[src/rtl/alu_cmd_sequencer_pkg.sv]
// alu_cmd_sequencer_pkg: opcodes, flag indices, FSM encoding and request record shared by the sequencer.
package alu_cmd_sequencer_pkg;
    localparam logic [2:0] OP_ADD = 3'b000;
    localparam logic [2:0] OP_SUB = 3'b001;
    localparam logic [2:0] OP_MUL = 3'b010;
    localparam logic [2:0] OP_DIV = 3'b011;
    localparam int FLAG_INVALID     = 4;
    localparam int FLAG_DIV_BY_ZERO = 3;
    localparam int FLAG_OVERFLOW    = 2;
    localparam int FLAG_UNDERFLOW   = 1;
    localparam int FLAG_INEXACT     = 0;
    typedef enum logic [1:0] {ST_IDLE, ST_ISSUE, ST_DRAIN, ST_RESP} state_t;
    typedef struct packed {
        logic [31:0] op_a;
        logic [31:0] op_b;
        logic [2:0]  op_code;
        logic        mode_fp;
        logic        round_mode;
    } req_t;
    // Half-precision results only carry meaning in the low 16 bits.
    function automatic logic [31:0] hp_mask(input logic [31:0] r, input logic sp);
        return sp ? r : {16'h0, r[15:0]};
    endfunction
endpackage

[src/rtl/alu_cmd_sequencer_if.sv]
// alu_cmd_sequencer_if: request, ALU and response channels of the command sequencer.
interface alu_cmd_sequencer_if;
    logic        req_valid;
    logic        req_ready;
    logic [31:0] req_op_a;
    logic [31:0] req_op_b;
    logic [2:0]  req_op_code;
    logic        req_mode_fp;
    logic        req_round_mode;
    logic [31:0] alu_op_a;
    logic [31:0] alu_op_b;
    logic [2:0]  alu_op_code;
    logic        alu_mode_fp;
    logic        alu_round_mode;
    logic        alu_start;
    logic [31:0] alu_result;
    logic        alu_valid_out;
    logic [4:0]  alu_flags;
    logic        rsp_valid;
    logic        rsp_ready;
    logic [31:0] rsp_result;
    logic [4:0]  rsp_flags;
    logic        rsp_timeout;
    logic [4:0]  sticky_flags;
    logic        sticky_clr;
    logic        busy;
    modport slave (
        input  req_valid, req_op_a, req_op_b, req_op_code, req_mode_fp, req_round_mode,
        output req_ready,
        output alu_op_a, alu_op_b, alu_op_code, alu_mode_fp, alu_round_mode, alu_start,
        input  alu_result, alu_valid_out, alu_flags,
        output rsp_valid, rsp_result, rsp_flags, rsp_timeout,
        input  rsp_ready,
        output sticky_flags, busy,
        input  sticky_clr
    );
    modport master (
        output req_valid, req_op_a, req_op_b, req_op_code, req_mode_fp, req_round_mode,
        input  req_ready,
        input  alu_op_a, alu_op_b, alu_op_code, alu_mode_fp, alu_round_mode, alu_start,
        output alu_result, alu_valid_out, alu_flags,
        input  rsp_valid, rsp_result, rsp_flags, rsp_timeout,
        output rsp_ready,
        input  sticky_flags, busy,
        output sticky_clr
    );
endinterface

[src/rtl/alu_req_fifo.sv]
// alu_req_fifo: synchronous power-of-two FIFO with wrap-bit pointers and full/empty flags.
module alu_req_fifo #(
    parameter int DEPTH = 4,
    parameter int W     = 8
) (
    input  logic         clk,
    input  logic         rst,
    input  logic         push,
    input  logic [W-1:0] din,
    input  logic         pop,
    output logic [W-1:0] dout,
    output logic         full,
    output logic         empty
);
    localparam int AW = $clog2(DEPTH);
    logic [W-1:0] mem [DEPTH];
    logic [AW:0]  wr_ptr;
    logic [AW:0]  rd_ptr;
    assign empty = wr_ptr == rd_ptr;
    assign full  = (wr_ptr[AW] != rd_ptr[AW]) && (wr_ptr[AW-1:0] == rd_ptr[AW-1:0]);
    assign dout  = mem[rd_ptr[AW-1:0]];
    always_ff @(posedge clk) begin
        if (rst) begin
            wr_ptr <= '0;
            rd_ptr <= '0;
        end else begin
            if (push && !full) begin
                mem[wr_ptr[AW-1:0]] <= din;
                wr_ptr <= wr_ptr + (AW+1)'(1);
            end
            if (pop && !empty) rd_ptr <= rd_ptr + (AW+1)'(1);
        end
    end
endmodule

[src/rtl/alu_cmd_sequencer.sv]
// alu_cmd_sequencer: queues ALU requests, issues them one at a time with timeout, and returns
// each result through a valid/ready response channel with sticky flag accumulation.
module alu_cmd_sequencer
    import alu_cmd_sequencer_pkg::*;
#(
    parameter int FIFO_DEPTH     = 4,
    parameter int TIMEOUT_CYCLES = 255
) (
    input logic                clk,
    input logic                rst,
    alu_cmd_sequencer_if.slave bus
);
    localparam int CW = $clog2(TIMEOUT_CYCLES + 1);
    state_t         state;
    req_t           din;
    req_t           head;
    req_t           cur;
    logic [CW-1:0]  cnt;
    logic [CW-1:0]  cnt_nxt;
    logic           full;
    logic           empty;
    logic           pop;
    logic           fire_rsp;
    assign din = '{op_a: bus.req_op_a, op_b: bus.req_op_b, op_code: bus.req_op_code,
                   mode_fp: bus.req_mode_fp, round_mode: bus.req_round_mode};
    assign pop      = state == ST_IDLE && !empty;
    assign cnt_nxt  = cnt + CW'(1);
    assign fire_rsp = bus.rsp_valid && bus.rsp_ready;
    alu_req_fifo #(.DEPTH(FIFO_DEPTH), .W($bits(req_t))) u_fifo (
        .clk   (clk),
        .rst   (rst),
        .push  (bus.req_valid && !full),
        .din   (din),
        .pop   (pop),
        .dout  (head),
        .full  (full),
        .empty (empty)
    );
    assign bus.req_ready      = !full;
    assign bus.busy           = state != ST_IDLE || !empty;
    assign bus.alu_op_a       = cur.op_a;
    assign bus.alu_op_b       = cur.op_b;
    assign bus.alu_op_code    = cur.op_code;
    assign bus.alu_mode_fp    = cur.mode_fp;
    assign bus.alu_round_mode = cur.round_mode;
    always_ff @(posedge clk) begin
        if (rst) begin
            state            <= ST_IDLE;
            cnt              <= '0;
            cur              <= '0;
            bus.alu_start    <= 1'b0;
            bus.rsp_valid    <= 1'b0;
            bus.rsp_result   <= '0;
            bus.rsp_flags    <= '0;
            bus.rsp_timeout  <= 1'b0;
            bus.sticky_flags <= '0;
        end else begin
            // A clear coincident with a delivery keeps only that delivery's flags.
            bus.sticky_flags <= (bus.sticky_clr ? 5'b0 : bus.sticky_flags) | (fire_rsp ? bus.rsp_flags : 5'b0);
            case (state)
                ST_IDLE: if (!empty) begin
                    cur           <= head;
                    cnt           <= '0;
                    bus.alu_start <= 1'b1;
                    state         <= ST_ISSUE;
                end
                ST_ISSUE: begin
                    cnt <= cnt_nxt;
                    if (bus.alu_valid_out || cnt_nxt == CW'(TIMEOUT_CYCLES)) begin
                        bus.rsp_result  <= bus.alu_valid_out ? hp_mask(bus.alu_result, cur.mode_fp) : 32'h0;
                        bus.rsp_flags   <= bus.alu_valid_out ? bus.alu_flags : 5'b0;
                        bus.rsp_timeout <= !bus.alu_valid_out;
                        bus.alu_start   <= 1'b0;
                        state           <= ST_DRAIN;
                    end
                end
                ST_DRAIN: if (!bus.alu_valid_out) begin
                    bus.rsp_valid <= 1'b1;
                    state         <= ST_RESP;
                end
                ST_RESP: if (bus.rsp_ready) begin
                    bus.rsp_valid <= 1'b0;
                    state         <= ST_IDLE;
                end
                default: state <= ST_IDLE;
            endcase
        end
    end
endmodule

[src/flat_wrapper.sv]
// flat-port wrapper written by rule: the top's interface ports become plain ports
module alu_cmd_sequencer_flat import alu_cmd_sequencer_pkg::*;
#(
    parameter int FIFO_DEPTH     = 4,
    parameter int TIMEOUT_CYCLES = 255
)
  (clk, rst, bus_req_valid, bus_req_op_a, bus_req_op_b, bus_req_op_code, bus_req_mode_fp, bus_req_round_mode, bus_req_ready, bus_alu_op_a, bus_alu_op_b, bus_alu_op_code, bus_alu_mode_fp, bus_alu_round_mode, bus_alu_start, bus_alu_result, bus_alu_valid_out, bus_alu_flags, bus_rsp_valid, bus_rsp_result, bus_rsp_flags, bus_rsp_timeout, bus_rsp_ready, bus_sticky_flags, bus_busy, bus_sticky_clr);
  alu_cmd_sequencer_if bus_i ();
  input logic clk;
  input logic rst;
  input wire logic [$bits(bus_i.req_valid)-1:0] bus_req_valid;
  input wire logic [$bits(bus_i.req_op_a)-1:0] bus_req_op_a;
  input wire logic [$bits(bus_i.req_op_b)-1:0] bus_req_op_b;
  input wire logic [$bits(bus_i.req_op_code)-1:0] bus_req_op_code;
  input wire logic [$bits(bus_i.req_mode_fp)-1:0] bus_req_mode_fp;
  input wire logic [$bits(bus_i.req_round_mode)-1:0] bus_req_round_mode;
  output wire logic [$bits(bus_i.req_ready)-1:0] bus_req_ready;
  output wire logic [$bits(bus_i.alu_op_a)-1:0] bus_alu_op_a;
  output wire logic [$bits(bus_i.alu_op_b)-1:0] bus_alu_op_b;
  output wire logic [$bits(bus_i.alu_op_code)-1:0] bus_alu_op_code;
  output wire logic [$bits(bus_i.alu_mode_fp)-1:0] bus_alu_mode_fp;
  output wire logic [$bits(bus_i.alu_round_mode)-1:0] bus_alu_round_mode;
  output wire logic [$bits(bus_i.alu_start)-1:0] bus_alu_start;
  input wire logic [$bits(bus_i.alu_result)-1:0] bus_alu_result;
  input wire logic [$bits(bus_i.alu_valid_out)-1:0] bus_alu_valid_out;
  input wire logic [$bits(bus_i.alu_flags)-1:0] bus_alu_flags;
  output wire logic [$bits(bus_i.rsp_valid)-1:0] bus_rsp_valid;
  output wire logic [$bits(bus_i.rsp_result)-1:0] bus_rsp_result;
  output wire logic [$bits(bus_i.rsp_flags)-1:0] bus_rsp_flags;
  output wire logic [$bits(bus_i.rsp_timeout)-1:0] bus_rsp_timeout;
  input wire logic [$bits(bus_i.rsp_ready)-1:0] bus_rsp_ready;
  output wire logic [$bits(bus_i.sticky_flags)-1:0] bus_sticky_flags;
  output wire logic [$bits(bus_i.busy)-1:0] bus_busy;
  input wire logic [$bits(bus_i.sticky_clr)-1:0] bus_sticky_clr;
  assign bus_i.req_valid = bus_req_valid;
  assign bus_i.req_op_a = bus_req_op_a;
  assign bus_i.req_op_b = bus_req_op_b;
  assign bus_i.req_op_code = bus_req_op_code;
  assign bus_i.req_mode_fp = bus_req_mode_fp;
  assign bus_i.req_round_mode = bus_req_round_mode;
  assign bus_req_ready = bus_i.req_ready;
  assign bus_alu_op_a = bus_i.alu_op_a;
  assign bus_alu_op_b = bus_i.alu_op_b;
  assign bus_alu_op_code = bus_i.alu_op_code;
  assign bus_alu_mode_fp = bus_i.alu_mode_fp;
  assign bus_alu_round_mode = bus_i.alu_round_mode;
  assign bus_alu_start = bus_i.alu_start;
  assign bus_i.alu_result = bus_alu_result;
  assign bus_i.alu_valid_out = bus_alu_valid_out;
  assign bus_i.alu_flags = bus_alu_flags;
  assign bus_rsp_valid = bus_i.rsp_valid;
  assign bus_rsp_result = bus_i.rsp_result;
  assign bus_rsp_flags = bus_i.rsp_flags;
  assign bus_rsp_timeout = bus_i.rsp_timeout;
  assign bus_i.rsp_ready = bus_rsp_ready;
  assign bus_sticky_flags = bus_i.sticky_flags;
  assign bus_busy = bus_i.busy;
  assign bus_i.sticky_clr = bus_sticky_clr;
  alu_cmd_sequencer #(.FIFO_DEPTH(FIFO_DEPTH), .TIMEOUT_CYCLES(TIMEOUT_CYCLES)) u_core (.clk(clk), .rst(rst), .bus(bus_i));
endmodule
[config.mk]
export PLATFORM = sky130hd
export DESIGN_NAME = alu_cmd_sequencer_flat
export DESIGN_NICKNAME = d
export VERILOG_FILES = /design/src/rtl/alu_cmd_sequencer_pkg.sv /design/src/rtl/alu_cmd_sequencer_if.sv /design/src/rtl/alu_req_fifo.sv /design/src/rtl/alu_cmd_sequencer.sv /design/src/flat_wrapper.sv
export SDC_FILE = /design/constraint.sdc
export NUM_CORES = 1
export LEC_CHECK = 0
export BUFFER_PORTS_ARGS = -buffer_cell sky130_fd_sc_hd__buf_2
export CORE_ASPECT_RATIO = 0.8
export CORE_MARGIN = 4
export CORE_UTILIZATION = 45
export CTS_BUF_LIST = sky130_fd_sc_hd__clkbuf_16
export DETAILED_ROUTE_END_ITERATION = 8
export PLACE_DENSITY = 0.78
export REMOVE_ABC_BUFFERS = 1
export SLEW_MARGIN = 20
export SYNTH_ARGS = -nofsm -noshare
export SYNTH_HDL_FRONTEND = slang
export SYNTH_SLANG_ARGS = --single-unit
[constraint.sdc]
create_clock -name clk -period 3 [get_ports clk]
set_clock_uncertainty 0.1 [all_clocks]
set_input_delay 0.45 -clock clk [delete_from_list [all_inputs] [get_ports clk]]
set_output_delay 0.45 -clock clk [all_outputs]
set_load 0.1 [all_outputs]
==> out/results.tsv, run 1 <==
stage	metric	value	unit
sta	rsz0062_at_grt	no	
grt	grt_max_degree	72	
drt	vias	9081	
synth	yosysSeqAreaShare	72.4	%
critical_path	cp.arrival	2.05	ns
drt	drc	0	
critical_path	slowest_delay	0.49	ns
sta	whs	0.0280	ns
power_and_ir_drop	p_total	18300	µW
drt	final_antenna_net_count	0	
synth	synthArstFlopShare	0	%
synth	synth_cell_types	41	
sta	fmax	0.384	GHz
sta	tightest_slew	1.09	ns
placed_design	dp.cells	1598	
sta	final_max_slew_viol_count	0	
min_path	hold_class	in2reg	
layout	fin_cells	1732	
grt	grt_use_total	18.3	%
power_and_ir_drop	vdd_ir_drop_max	0.000996	V
power_and_ir_drop	p_per_area	983	nW/µm²
sta	hold_violations	0	
synth	synthesis.area	15000	µm²
grt	grt_pass1_wl	52500	µm
drt	vias_per_cell	5.24	
layout	fin_util	56.9	%
layout	num-nets-final	1395	
drt	dr.pass1.iters	5	
placed_design	place_congestion	0.771	
layout	fin_area	18600	µm²
cts	clk_latency	0.54	ns
critical_path	crit_slowest_cell	buf_2	
layout	final_cell_mix	276 x edfxtp_1, 229 x nand2_1, 226 x buf_2	
placed_design	dpl_cell_area	16700	µm²
floorplanning	die_y	171	µm
synth	synth_edf_count	276	
critical_path	r2r_setup_slack	0.49	ns
cts	numCtsBuffers	40	
critical_path	cp_cell_sequence	inv_1 -> ha_1 -> nand4_1 -> buf_2	
floorplanning	start_util	46.0	%
sta	post-route-period-util	86.8	%
synth	synth-seq-cells	406	
cts	h-tree-depth	2	
synth	synthCells	982	
cts	tritoncts	yes	
layout	fillers	2564	
grt	antenna_found_initial	3	
layout	area_growth	23.8	%
floorplanning	core	32700	µm²
outcome	run_status	finished, final reports clean	
grt	gr-total-overflow	0	
cts	clock_sinks	406	
cts	cts.path.max_buffers	3	
grt	grt_pass1_vias	9584	
critical_path	worstPathMaxFanout	6	
placed_design	dp_hpwl	19200	µm
critical_path	crit_required	2.45	ns
critical_path	path_class	reg2out	
floorplanning	die_w	212	µm
synth	synth-main-ff-cell	edfxtp_1	
cts	cts_setup_buffers	0	
floorplanning	ios	228	
floorplanning	dieArea	36400	µm²
synth	syn_avg_cell_area	15.3	µm²
critical_path	startpoint_type	flop	
synth	yosys_warnings	0	
sta	setup_violations	0	
sta	fin_crit	2.60	ns
drt	wl	33200	µm
critical_path	worstSetupEndpointType	output port	
floorplanning	rows	59	
drt	drtIter0Drc	533	
placed_design	io_buffers	227	
layout	final_common_cell	edfxtp_1	
sta	slew_headroom	27.5	%
layout	final_layout_size_suffix_gt1_share	32.4	%
cts	clk_pin_slew	0.06	ns
run	maxCapViolCount	0	
drt	wire_per_inst	19.2	µm
power_and_ir_drop	p_leak	0.00677	µW
cts	root_buffer	clkbuf_16	
[per-stage QoR]
| step | TNS, ns | setup slack (ns) |
|---|---|---|
| 3_5_place_dp | 0 | 0.559 |
| 2_1_floorplan | -1259.83 | -3.86 |
| 4_1_cts | 0 | 0.395 |
| 6_report | 0 | 0.396 |
| 5_1_grt | 0 | 0.271 |
| 3_3_place_gp | 0 | 0.589 |
[worst paths after layout]
check,startpoint,end,depth (start not counted)
hold / removal,bus_alu_result[10],u_core.bus.rsp_result[10],3
hold reg to reg,u_core.bus.alu_op_b[27],u_core.bus.alu_op_b[27],2
setup / recovery,u_core.state[0],bus_busy,4
setup reg to reg,u_core.cnt[0],u_core.bus.rsp_result[19],7
[where the power goes]
part           total, µW  switching [µW]  internal (µW)
clock network       5060            2140           2920
registers           6870             304           6560
logic               6380            4970           1410
total              18300            7410          10900
[metal layers]
| metal | vias up | wire length [µm] | GRT usage [%] |
|---|---|---|---|
| met4 | 4 | 830 | 5.38 |
| met3 | 61 | 2030 | 4.19 |
| li1 | 4229 | - | - |
| met5 | - | 21 | 0 |
| met1 | 4513 | 13700 | 23.9 |
| met2 | 274 | 16600 | 31.0 |
[state kept, by name, summed over array words and instances (netlist names), 2 cells and up]
signal	count
u_core.u_fifo.mem	276
u_core.bus.alu_op_a	32
u_core.bus.alu_op_b	32
u_core.bus.rsp_result	32
u_core.cnt	8
u_core.bus.rsp_flags	5
u_core.bus.sticky_flags	5
u_core.bus.alu_op_code	3
u_core.u_fifo.rd_ptr	3
u_core.u_fifo.wr_ptr	3
u_core.state	2
[logic make-up after synthesis]
kind of cell    Yosys count  share of synthesized area, %
compound gates          143                          6.16
xor+xnor                  9                         0.524
fa+ha+maj                11                         0.916
buf+inv                  66                          2.14
flops                   406                          72.4
mux                      71                          10.5
simple gates            276                          7.34
[cells in the mapped netlist (2+ instances only)]
| master | number | share of area, % |
|---|---|---|
| a211oi_1 | 2 | 0.10 |
| a21oi_1 | 80 | 2.7 |
| a311oi_1 | 3 | 0.17 |
| a31oi_1 | 2 | 0.083 |
| a32oi_1 | 5 | 0.29 |
| and2_1 | 7 | 0.29 |
| buf_12 | 3 | 0.40 |
| buf_2 | 14 | 0.47 |
| clkbuf_1 | 38 | 0.95 |
| dfxtp_1 | 130 | 17 |
| edfxtp_1 | 276 | 55 |
| ha_1 | 11 | 0.92 |
| inv_1 | 9 | 0.22 |
| mux2i_1 | 2 | 0.13 |
| mux4_2 | 69 | 10 |
| nand2_1 | 230 | 5.7 |
| nand3_1 | 6 | 0.20 |
| nand4_1 | 2 | 0.083 |
| nand4b_1 | 2 | 0.12 |
| nor2_1 | 21 | 0.52 |
| o21ai_0 | 14 | 0.47 |
| o21ai_2 | 30 | 1.7 |
| xnor2_1 | 6 | 0.35 |
| xor2_1 | 3 | 0.17 |
[what timing repair did]
item,CTS,global route
hold buffers,59,0
resized for setup,0,0
endpoints found under the hold margin,135,0
endpoints found under the setup margin,0,0
[critical path: cells and delay by family, from the launching register on]
| kind | cells | cell delay [ns] |
|---|---|---|
| fa+ha+maj | 1 | 0.30 |
| flops | 1 | 0.39 |
| buf+inv | 2 | 0.57 |
| simple gates | 1 | 0.25 |
[final cells by class]
| cell class | count | area [µm²] | share of cell area (%) |
|---|---|---|---|
| clock buffer | 40 | 1000 | 5.38 |
| multi-input combinational | 510 | 3840 | 20.7 |
| inverter | 10 | 37.5 | 0.202 |
| sequential | 406 | 10900 | 58.6 |
| tap | 427 | 534 | 2.87 |
| antenna | 1 | 2.50 | 0.0134 |
| clock inverter | 34 | 340 | 1.83 |
| timing repair buffer | 304 | 1950 | 10.5 |
(Power assumes the default switching activity.)
==> run 2: changes to the inputs <==
--- a/config.mk
+++ b/config.mk
@@ -6,12 +6,14 @@
 export NUM_CORES = 1
 export LEC_CHECK = 0
 export BUFFER_PORTS_ARGS = -buffer_cell sky130_fd_sc_hd__buf_2
+export CELL_PAD_IN_SITES_DETAIL_PLACEMENT = 1
+export CELL_PAD_IN_SITES_GLOBAL_PLACEMENT = 2
 export CORE_ASPECT_RATIO = 0.8
 export CORE_MARGIN = 4
-export CORE_UTILIZATION = 45
+export CORE_UTILIZATION = 36
 export CTS_BUF_LIST = sky130_fd_sc_hd__clkbuf_16
 export DETAILED_ROUTE_END_ITERATION = 8
-export PLACE_DENSITY = 0.78
+export PLACE_DENSITY = 0.85
 export REMOVE_ABC_BUFFERS = 1
 export SLEW_MARGIN = 20
 export SYNTH_ARGS = -nofsm -noshare
==> run 2 against run 1 <==
Cell area decreased by 0.11%. Critical path type unchanged. Register-to-register slack improved by 0.08 ns. Power decreased by 0.90%. Setup slack got worse by 0.015 ns. Global-route usage decreased by 1.8 points. First-iteration DRC count decreased by 5.4%.
==> out/results.tsv, run 2 (synthesized netlist as in run 1, its figures left out) <==
stage	metric	value	unit	change
outcome	run_status	finished, final reports clean		
run	maxCapViolCount	0		unchanged
grt	grt_pass1_wl	58400	µm	+11%
placed_design	dpl_cell_area	16900	µm²	+1.2%
floorplanning	core	41000	µm²	+25%
grt	top_usage_layer	met2		
grt	use_met2	27.6	%	-3.4 points
min_path	hold_class	in2reg		
sta	whs	0.0178	ns	-0.0102 ns
sta	hold_violations	0		unchanged
grt	met3_usage	3.86	%	-0.33 points
critical_path	crit_required	2.45	ns	about the same
critical_path	cp_cell_sequence	inv_1 -> ha_1 -> nand4_1 -> buf_2		
critical_path	critPathBufInv	2		unchanged
cts	root_buffer	clkbuf_16		
grt	grtUsageMet1	21.5	%	-2.4 points
layout	num-nets-final	1383		-0.86%
drt	wl	37300	µm	+12%
sta	rsz0062_at_grt	no		
placed_design	io_buffers	227		unchanged
drt	vias	9080		-0.011%
grt	grt_pass1_vias	9878		+3.1%
drt	dr.pass1.iters	4		-1
layout	largest_reg_flops	276		unchanged
floorplanning	rows	66		+12%
cts	clk_latency	0.55	ns	about the same
power_and_ir_drop	p_leak	0.00673	µW	-0.66%
sta	tightest_slew	0.956	ns	-0.131 ns
critical_path	crit_family	buffers and inverters		
sta	final_max_slew_viol_count	0		unchanged
layout	fin_area	18600	µm²	-0.11%
critical_path	worstPathMaxFanout	6		unchanged
critical_path	path_class	reg2out		
critical_path	cp.arrival	2.07	ns	+0.02 ns
cts	cts_setup_buffers	0		unchanged
drt	vias_per_cell	4.93		-5.9%
placed_design	dp_hpwl	23000	µm	+20%
drt	drc	0		unchanged
sta	fin_crit	2.62	ns	+0.0148 ns
layout	final_cell_mix	276 x edfxtp_1, 229 x nand2_1, 226 x buf_2		
grt	grt_max_degree	72		unchanged
drt	final_antenna_net_count	0		unchanged
sta	fmax	0.382	GHz	-0.56%
critical_path	worstSetupEndpointType	output port		
power_and_ir_drop	p_per_area	976	nW/µm²	-0.79%
critical_path	startpoint_type	flop		
cts	numCtsBuffers	43		+7.5%
floorplanning	die_w	236	µm	+11%
cts	post_cts_resized	0		unchanged
placed_design	dp_slack	0.539	ns	-0.0194 ns
cts	clk_pin_slew	0.06	ns	about the same
drt	drtIter0Drc	504		-5.4%
power_and_ir_drop	vdd_ir_drop_max	0.000704	V	-29%
floorplanning	die_y	191	µm	+11%
drt	wire_per_inst	20.2	µm	+5.6%
cts	tritoncts	yes		
floorplanning	dieArea	45100	µm²	+24%
critical_path	slowest_delay	0.50	ns	about the same
cts	h-tree-depth	2		unchanged
cts	cts.path.max_buffers	3		unchanged
critical_path	crit_slowest_cell	buf_2		
layout	final_common_cell	edfxtp_1		
placed_design	place_congestion	0.724		-6.0%
floorplanning	start_util	36.7	%	-9.3 points
sta	setup_violations	0		unchanged
sta	post-route-period-util	87.3	%	+0.49 points
sta	slew_headroom	36.3	%	+8.8 points
cts	clock_sinks	406		unchanged
grt	gr-total-overflow	0		unchanged
floorplanning	ios	228		unchanged
grt	grt_use_total	16.5	%	-1.8 points
layout	final_layout_size_suffix_gt1_share	32.2	%	-0.14 points
sta	fin_ws	0.381	ns	-0.0148 ns
grt	antenna_found_initial	9		+6
power_and_ir_drop	p_total	18100	µW	-0.90%
layout	area_growth	23.7	%	
-- run 2: changes by cell type in the layout (fill, tap and decap cells not counted), moves of 2 or more --
cell | previous run | this run
inv_6 | 4 | 1
clkinv_4 | 5 | 1
buf_4 | 12 | 9
inv_1 | 15 | 27
bufinv_16 | 5 | 0
clkinvlp_4 | 0 | 2
clkinv_2 | 6 | 8
dlygate4sd3_1 | 59 | 43
buf_12 | 7 | 11
clkbuf_16 | 40 | 44
diode_2 | 1 | 3
-- run 2: worst register-to-register path, cell delays in order (launching register included) --
cell	delay, ns
dfxtp_1	0.34
ha_1	0.31
o21ai_0	0.24
a32oi_2	0.15
a2111oi_4	0.48
o21a_4	0.38
buf_4	0.24
o21ai_2	0.07
-- run 2: metal layers --
layer  vias up  wire [µm]
met5         -         82
met4        12        977
met3        73       1660
met2       178      18600
met1      4620      16000
li1       4197          -
-- run 2: layout make-up --
class                   count  area [µm²]
repair buffers            289        1850
diodes                      3        7.51
inverters                  10        37.5
multi-input cells         510        3840
well taps                 544         681
fillers                  4221       22400
flip-flops and latches    406       10900
clock inverters            35         171
clock buffers              44        1100
-- run 2: final timing paths --
check	to	startpoint	depth (start not counted)	slack, ns
max reg2reg	u_core.bus.rsp_result[21]	u_core.cnt[0]	7	0.57
min	u_core.bus.rsp_result[1]	bus_alu_result[1]	3	0.02
max	bus_busy	u_core.state[0]	4	0.38
min reg2reg	u_core.bus.alu_op_a[5]	u_core.bus.alu_op_a[5]	2	0.35
-- run 2: metrics by stage --
stage | utilization, % | cells | TNS (ns)
global route | 45.4 | 1841 | 0
CTS | 45.4 | 1838 | 0
floorplan | - | 926 | -1259.83
global placement | 41.2 | 1716 | 0
detailed placement | 41.2 | 1716 | 0
finish | 45.4 | 1841 | 0
-- run 2: repair_timing --
action	CTS	global route
hold buffers	43	0
endpoints found under the setup margin	0	0
hold endpoints to repair	84	0
-- run 2: power by group --
part | switching (µW) | internal [µW]
Clock | 2150 | 2660
Sequential | 336 | 6570
Combinational | 5010 | 1410
Total | 7500 | 10600
